==> config.mk <==
export PLATFORM = sky130hd
export DESIGN_NAME = key_scan_ctrl
export DESIGN_NICKNAME = d
export VERILOG_FILES = /design/src/rtl/key_scan_ctrl.sv
export SDC_FILE = /design/constraint.sdc
export NUM_CORES = 1
export LEC_CHECK = 0
export CAP_MARGIN = 20
export CORE_ASPECT_RATIO = 0.9
export CORE_MARGIN = 3
export CORE_UTILIZATION = 55
export CTS_BUF_LIST = sky130_fd_sc_hd__clkbuf_8
export DETAILED_ROUTE_END_ITERATION = 10
export PLACE_DENSITY = 0.86
export SYNTH_ARGS = -nofsm -noshare
export SYNTH_HDL_FRONTEND = slang
export SYNTH_SLANG_ARGS = --single-unit
==> constraint.sdc <==
create_clock -name clk -period 2.4 [get_ports clk]
set_input_delay 0.48 -clock clk [delete_from_list [all_inputs] [get_ports clk]]
set_output_delay 0.48 -clock clk [all_outputs]
set_load 0.005 [all_outputs]
==> src/rtl/key_scan_ctrl.sv <==
`timescale 1ns/1ps
// key_scan_ctrl -- row-scanned key matrix controller with frame debounce.
//
// Drives one matrix row low at a time, samples the (synchronized, inverted)
// columns after SETTLE_CYC cycles, and assembles a whole-matrix frame. A frame
// is accepted once DEB_SCANS identical consecutive frames have been seen; the
// accepted differences against key_state are then reported one key per
// event in ascending index order on a valid/ready interface.
//
// Optional feature: define KEY_SCAN_GHOST_EN to reject ghost frames (two rows
// sharing two or more pressed columns) and report them on ghost_o.
//
// Ports:
//   clk        system clock
//   rst_n      synchronous active-low reset
//   row_o      row drive, active-low, one row low while scanning
//   col_i      column sense, active-low, asynchronous
//   key_state  debounced level per key (1 = pressed), index row*COLS+col
//   ev_valid   event pending
//   ev_ready   consumer accepts the event
//   ev_key     index of the changed key
//   ev_press   1 = press, 0 = release
//   ghost_o    last COMPARE rejected a ghost frame
module key_scan_ctrl #(
  parameter int ROWS       = 4,
  parameter int COLS       = 4,
  parameter int SETTLE_CYC = 1000,
  parameter int DEB_SCANS  = 50
) (
  input  logic                 clk,
  input  logic                 rst_n,
  output logic [ROWS-1:0]      row_o,
  input  logic [COLS-1:0]      col_i,
  output logic [ROWS*COLS-1:0] key_state,
  output logic                 ev_valid,
  input  logic                 ev_ready,
  output logic [5:0]           ev_key,
  output logic                 ev_press,
  output logic                 ghost_o
);
  localparam int NK = ROWS * COLS;
  localparam int SW = $clog2(SETTLE_CYC);
  localparam int RW = (ROWS > 1) ? $clog2(ROWS) : 1;
  localparam int IW = (NK > 1) ? $clog2(NK) : 1;
  localparam int CW = $clog2(DEB_SCANS);

  localparam logic [SW-1:0] SETTLE_LAST = SW'(SETTLE_CYC - 1);
  localparam logic [RW-1:0] ROW_LAST    = RW'(ROWS - 1);
  localparam logic [IW-1:0] IDX_LAST    = IW'(NK - 1);
  localparam logic [CW-1:0] STB_MAX     = CW'(DEB_SCANS - 1);
  // stable_cnt+1 >= DEB_SCANS-1 rewritten on the pre-increment value
  localparam logic [CW-1:0] STB_EMIT    = CW'(DEB_SCANS - 2);

  typedef enum logic [1:0] {S_DRIVE, S_COMPARE, S_EMIT} state_t;

  state_t          r_state, w_nstate;
  logic            r_started;
  logic [COLS-1:0] r_sync1, r_sync2;
  logic [SW-1:0]   r_cnt;
  logic [RW-1:0]   r_row;
  logic [NK-1:0]   r_raw, r_prev;
  logic [CW-1:0]   r_stable;
  logic [IW-1:0]   r_idx;

  logic [COLS-1:0] w_cols;
  logic            w_same, w_pend, w_diff, w_slot_free, w_step, w_ghost;

  assign w_cols      = ~r_sync2;
  assign w_same      = (r_raw == r_prev);
  assign w_pend      = (r_prev != key_state);
  assign w_diff      = r_prev[r_idx] ^ key_state[r_idx];
  assign w_slot_free = !ev_valid || ev_ready;

  // r_started keeps the rows released during reset; the first cycle after
  // reset is then the first of SETTLE_CYC drive cycles for row 0.
  assign row_o = (r_started && r_state == S_DRIVE) ? ~(ROWS'(1) << r_row) : '1;

`ifdef KEY_SCAN_GHOST_EN
  logic r_ghost;

  always_comb begin : ghost_chk
    logic [COLS-1:0] both;
    w_ghost = 1'b0;
    both    = '0;
    for (int a = 0; a < ROWS; a++) begin
      for (int b = a + 1; b < ROWS; b++) begin
        both = r_raw[a*COLS +: COLS] & r_raw[b*COLS +: COLS];
        // clearing the lowest set bit leaves something => two or more shared
        if ((both & (both - COLS'(1))) != '0) w_ghost = 1'b1;
      end
    end
  end

  always_ff @(posedge clk) begin
    if (!rst_n)                   r_ghost <= 1'b0;
    else if (r_state == S_COMPARE) r_ghost <= w_ghost;
  end

  assign ghost_o = r_ghost;
`else
  assign w_ghost = 1'b0;
  assign ghost_o = 1'b0;
`endif

  always_ff @(posedge clk) begin
    if (!rst_n) r_state <= S_DRIVE;
    else        r_state <= w_nstate;
  end

  always_comb begin
    w_nstate = r_state;
    w_step   = 1'b0;
    case (r_state)
      S_DRIVE:
        if (r_started && r_cnt == SETTLE_LAST && r_row == ROW_LAST) w_nstate = S_COMPARE;
      S_COMPARE:
        w_nstate = (!w_ghost && w_same && r_stable >= STB_EMIT && w_pend) ? S_EMIT : S_DRIVE;
      S_EMIT:
        // unchanged keys are skipped even when the slot is busy, so the walk
        // is already parked on the next changed key when the consumer frees it
        if (!w_diff || w_slot_free) begin
          w_step = 1'b1;
          if (r_idx == IDX_LAST) w_nstate = S_DRIVE;
        end
      default: w_nstate = S_DRIVE;
    endcase
  end

  always_ff @(posedge clk) begin
    if (!rst_n) begin
      r_started <= 1'b0;
      r_sync1   <= '1;
      r_sync2   <= '1;
      r_cnt     <= '0;
      r_row     <= '0;
      r_raw     <= '0;
      r_prev    <= '0;
      r_stable  <= '0;
      r_idx     <= '0;
      key_state <= '0;
      ev_valid  <= 1'b0;
      ev_key    <= '0;
      ev_press  <= 1'b0;
    end else begin
      r_started <= 1'b1;
      r_sync1   <= col_i;
      r_sync2   <= r_sync1;
      if (ev_valid && ev_ready) ev_valid <= 1'b0;
      case (r_state)
        S_DRIVE: if (r_started) begin
          if (r_cnt == SETTLE_LAST) begin
            r_cnt <= '0;
            for (int i = 0; i < ROWS; i++)
              if (r_row == i[RW-1:0]) r_raw[i*COLS +: COLS] <= w_cols;
            r_row <= (r_row == ROW_LAST) ? '0 : r_row + 1'b1;
          end else begin
            r_cnt <= r_cnt + 1'b1;
          end
        end
        S_COMPARE: if (!w_ghost) begin
          if (!w_same) begin
            r_prev   <= r_raw;
            r_stable <= '0;
          end else if (r_stable != STB_MAX) begin
            r_stable <= r_stable + 1'b1;
          end
        end
        S_EMIT: if (w_step) begin
          r_idx <= (r_idx == IDX_LAST) ? '0 : r_idx + 1'b1;
          if (w_diff) begin
            ev_valid         <= 1'b1;
            ev_key           <= 6'(r_idx);
            ev_press         <= r_prev[r_idx];
            key_state[r_idx] <= r_prev[r_idx];
          end
        end
        default: ;
      endcase
    end
  end

endmodule

==> metrics.log <==
[metrics] status: finished, final reports clean
[metrics] Syn Std Cell Area: 4150 um^2
[metrics] fmax: 0.439 GHz
[metrics] Cell Count, Final, Fillers Out: 588
[metrics] mux contribution to synthesized area: 9.75%
[metrics] largest family of logic cells by synthesized area: simple AND/OR/NAND/NOR gates
[metrics] worst hold-check slack: 0.415 ns
[metrics] IO Pins: 36
[metrics] Max Transition Viols Final: 0
[metrics] buffers added on ports: 32
[metrics] NumNets Final: 509
[metrics] number of antenna violations at the first check in global routing: 0
[metrics] slew of the pin with the lowest slew margin: 0.556 ns
[metrics] effective utilization at floorplan: 57.7%
[metrics] endpoint kind of the worst setup timing path: flop
[metrics] Via-to-Cell Ratio: 5.84
[metrics] root cell of the clock tree: sky130_fd_sc_hd__clkbuf_8
[metrics] fraction of the mapped netlist area in compound gates: 10.3%
[metrics] DRC violation count after routing: 0
[metrics] wirelength, routed: 9.44 mm
[metrics] largest buffer count on any clock path: 2
[metrics] largest net degree at the start of global routing: 36
[metrics] clock sink count: 87
[metrics] slowest cell on the critical path: sky130_fd_sc_hd__mux4_2
[metrics] delay of the slowest critical-path stage: 0.50 ns
[metrics] synthesis-stage register bit count: 87
[metrics] RSZ-0062 raised after global routing: no
[metrics] Top Family by Delay on Critical Path: multiplexers
[metrics] number of hold-slack violations in the final timing report: 0
[metrics] Skew-Pair Late Insertion Delay: 0.37 ns
[metrics] power density normalized to cell area: 510 nW/um^2
[metrics] number of maximum-capacitance violations: 0
[metrics] crit share post-route: 94.9%
[metrics] die area: 8620 um^2
[metrics] vertical extent of the die: 88.4 um
[metrics] Clock transition at path regs: 0.09 ns
[metrics] simple-gate area share of the yosys netlist: 20.2%
[metrics] routed wire length per instance: 16.0 um
[metrics] kind of critical path: flop to flop
[metrics] number of vias in the routed layout: 3434
[metrics] share of cells above drive strength 1: 12.3%
[metrics] largest vdd supply drop: 0.000403 V
[metrics] Final min period: 2.28 ns
[metrics] post-synthesis sequential area ratio: 42.0%
[metrics] Setup WS pre-CTS: 0.00516 ns
[metrics] final antenna-violating net count: 0
[metrics] number of placed instances with taps included: 573
[metrics] Worst Path Max Fanout: 9
[metrics] die width: 97.5 um
[metrics] worst-case clock skew: 0.0168 ns
[metrics] startpoint type of the worst setup path: flop
[metrics] worst path setup slack after routing: 0.122 ns
[metrics] hpwl dp: 6.93 mm
[metrics] quantity of hold-fixing buffers added after cts: 0
[metrics] LEAKAGE: 1.90 nW
[metrics] core outline area: 7180 um^2
[metrics] post-synthesis xor/xnor area fraction: 10.7%
[metrics] Num CTS Buffers: 9
[metrics] std cell rows: 29
[metrics] adder-cell share of the synthesized area: 3.32%
[metrics] critical path data arrival time: 2.57 ns
[metrics] post-CTS repair timing setup buffer count: 0
[metrics] Diodes inserted: 0
[metrics] count of warnings emitted by yosys: 0
[metrics] Total Neg Setup Slack: 0 ns
[metrics] drt initial violations: 237
[metrics] routability cong.: 0.944
[metrics] mean area per synthesized cell: 9.27 um^2
[metrics] worst path cell trace: buf_12, mux4_2, mux2i_2, xnor2_2, mux2i_4, and2b_2, mux2i_1
[metrics] via count of the first global-routing pass: 3348
[metrics] DRT Pass-1 Iters: 5
[metrics] worst max-slew margin expressed relative to the limit: 62.9%
[metrics] required time reported for the critical path endpoint: 2.70 ns
[metrics] final-report setup violation count: 0
[metrics] count of buffering cells on the critical path with inverters included: 1
[metrics] relative area change from synthesis to final layout: 17.9%
[metrics] Yosys cell types: 42
[metrics] post-synthesis cell count: 447
[metrics] global-route wire length before repair: 16.2 mm
[metrics] total number of H-tree levels: 3
[metrics] grt total ovfl: 0
[metrics] TritonCTS clock tree: built
[metrics] total track usage: 23.4%
[metrics] worst min path class: flop to flop
## metrics by stage
stage | utilization [%] | power (mW) | cell area (um^2)
5_1_grt | 68.0 | 2.58 | 4890
3_3_place_gp | 65.0 | 1.56 | 4670
3_5_place_dp | 65.0 | 1.56 | 4670
4_1_cts | 67.5 | 2.50 | 4850
2_1_floorplan | - | 1.53 | 4150
6_report | 68.0 | 2.49 | 4890
## state kept, by name, summed over array words and instances (netlist names)
name / count
ev_press: 1
r_sync1: 4
r_prev: 16
r_raw: 16
r_idx: 4
r_started: 1
r_cnt: 10
ev_valid: 1
r_row: 2
r_sync2: 4
r_state: 2
r_stable: 6
key_state: 16
ev_key: 4
## repair_timing
action                                 CTS  global route
resized for setup                        0             7
endpoints found under the hold margin    0             0
setup endpoints to repair                0            17
## layout by cell type, fill, tap and decap left out, drive strengths merged, types with 11 or more instances in the layout
master	Yosys	layout
clkdlybuf4s50	0	32
mux2i	20	20
a211oi	28	28
nand3	20	20
a21oi	33	33
nor4	12	12
nor2	42	42
xor2	41	41
buf	7	26
nand2b	13	13
ha	11	11
nand2	53	53
dfxtp	87	87
## cells in the mapped netlist
cell type	count	area, um^2
sky130_fd_sc_hd__and2_1	3	18.8
sky130_fd_sc_hd__nor3_1	5	25.0
sky130_fd_sc_hd__o2bb2ai_1	1	8.76
sky130_fd_sc_hd__nand3_1	20	100
sky130_fd_sc_hd__a2111o_1	1	11.3
sky130_fd_sc_hd__conb_1	1	3.75
sky130_fd_sc_hd__mux4_2	8	180
sky130_fd_sc_hd__and2b_1	1	7.51
sky130_fd_sc_hd__xnor2_1	6	52.6
sky130_fd_sc_hd__and4_1	1	8.76
sky130_fd_sc_hd__mux2i_1	16	160
sky130_fd_sc_hd__inv_2	1	3.75
sky130_fd_sc_hd__clkbuf_1	20	75.1
sky130_fd_sc_hd__nor2b_1	3	18.8
sky130_fd_sc_hd__nor2_1	42	158
sky130_fd_sc_hd__nand4_1	8	50.1
sky130_fd_sc_hd__clkinv_1	1	3.75
sky130_fd_sc_hd__nor4_2	1	12.5
sky130_fd_sc_hd__nor3b_1	2	15.0
sky130_fd_sc_hd__nand2_1	53	199
sky130_fd_sc_hd__xor2_1	41	359
sky130_fd_sc_hd__xnor2_2	2	32.5
sky130_fd_sc_hd__a211oi_1	28	210
sky130_fd_sc_hd__ha_1	11	138
sky130_fd_sc_hd__o311ai_0	1	8.76
sky130_fd_sc_hd__buf_6	2	22.5
sky130_fd_sc_hd__nor4_1	10	62.6
sky130_fd_sc_hd__buf_1	2	7.51
sky130_fd_sc_hd__mux2i_4	1	22.5
sky130_fd_sc_hd__buf_4	3	22.5
sky130_fd_sc_hd__inv_1	4	15.0
sky130_fd_sc_hd__mux2i_2	3	41.3
sky130_fd_sc_hd__o31ai_1	1	7.51
sky130_fd_sc_hd__and3_1	5	31.3
sky130_fd_sc_hd__o21ai_0	1	5.00
sky130_fd_sc_hd__nand3b_1	1	7.51
sky130_fd_sc_hd__a41o_1	1	10.0
sky130_fd_sc_hd__dfxtp_1	87	1740
sky130_fd_sc_hd__nor3_2	2	20.0
sky130_fd_sc_hd__nand2b_1	13	81.3
sky130_fd_sc_hd__nor4_4	1	21.3
sky130_fd_sc_hd__a21oi_1	33	165
## per-layer routing
layer | routed length [um] | vias up | share of wire (%) | track usage (%)
met2 | 4520 | 148 | 48 | 40.0
met4 | 215 | 0 | 2.3 | 7.67
li1 | - | 1652 | - | -
met3 | 670 | 19 | 7.1 | 6.23
met5 | 0 | - | 0 | 0
met1 | 4030 | 1615 | 43 | 29.4
## report_power, final
group / switching (mW) / leakage, nW / internal, mW
clock network: 0.504 / 0.0951 / 0.464
registers: 0.00880 / 0.704 / 1.45
logic: 0.0372 / 1.10 / 0.0253
## worst register-to-register path, delay by kind of cell (launching register included)
family	cells	cell delay, ns
and+or+nand+nor	1	0.29
buffers and inverters	1	0.16
DFF	1	0.38
xor gates and xnor gates	1	0.17
muxes	4	1.23
## kinds of logic (layout without fill, tap and decap cells)
logic type,after synthesis,in the layout
xor gates and xnor gates,49,49
other,1,3
and+or+nand+nor,171,171
buffers and inverters,33,79
DFF,87,87
muxes,28,28
AOI/OAI and AO/OA,67,67
adders and majority gates,11,11
## cell type report
cell class	count	area (um^2)
clock buffers	9	124
clock inverters	6	56.3
fillers	536	2300
inverters	6	22.5
multi-input cells	329	2300
flip-flops and latches	87	1740
well taps	93	116
repair buffers	58	528
## final timing paths
path                                  from    endpoint  slack, ns  cells after the start
worst min register to register  r_sync1[1]  r_sync2[1]       0.41                      1
worst max register to register    r_idx[1]    ev_press       0.12                      7
worst max-delay path              r_idx[1]    ev_press       0.12                      7
worst min-delay path            r_sync1[1]  r_sync2[1]       0.41                      1
Note: power is estimated with default switching activity, not from simulation.
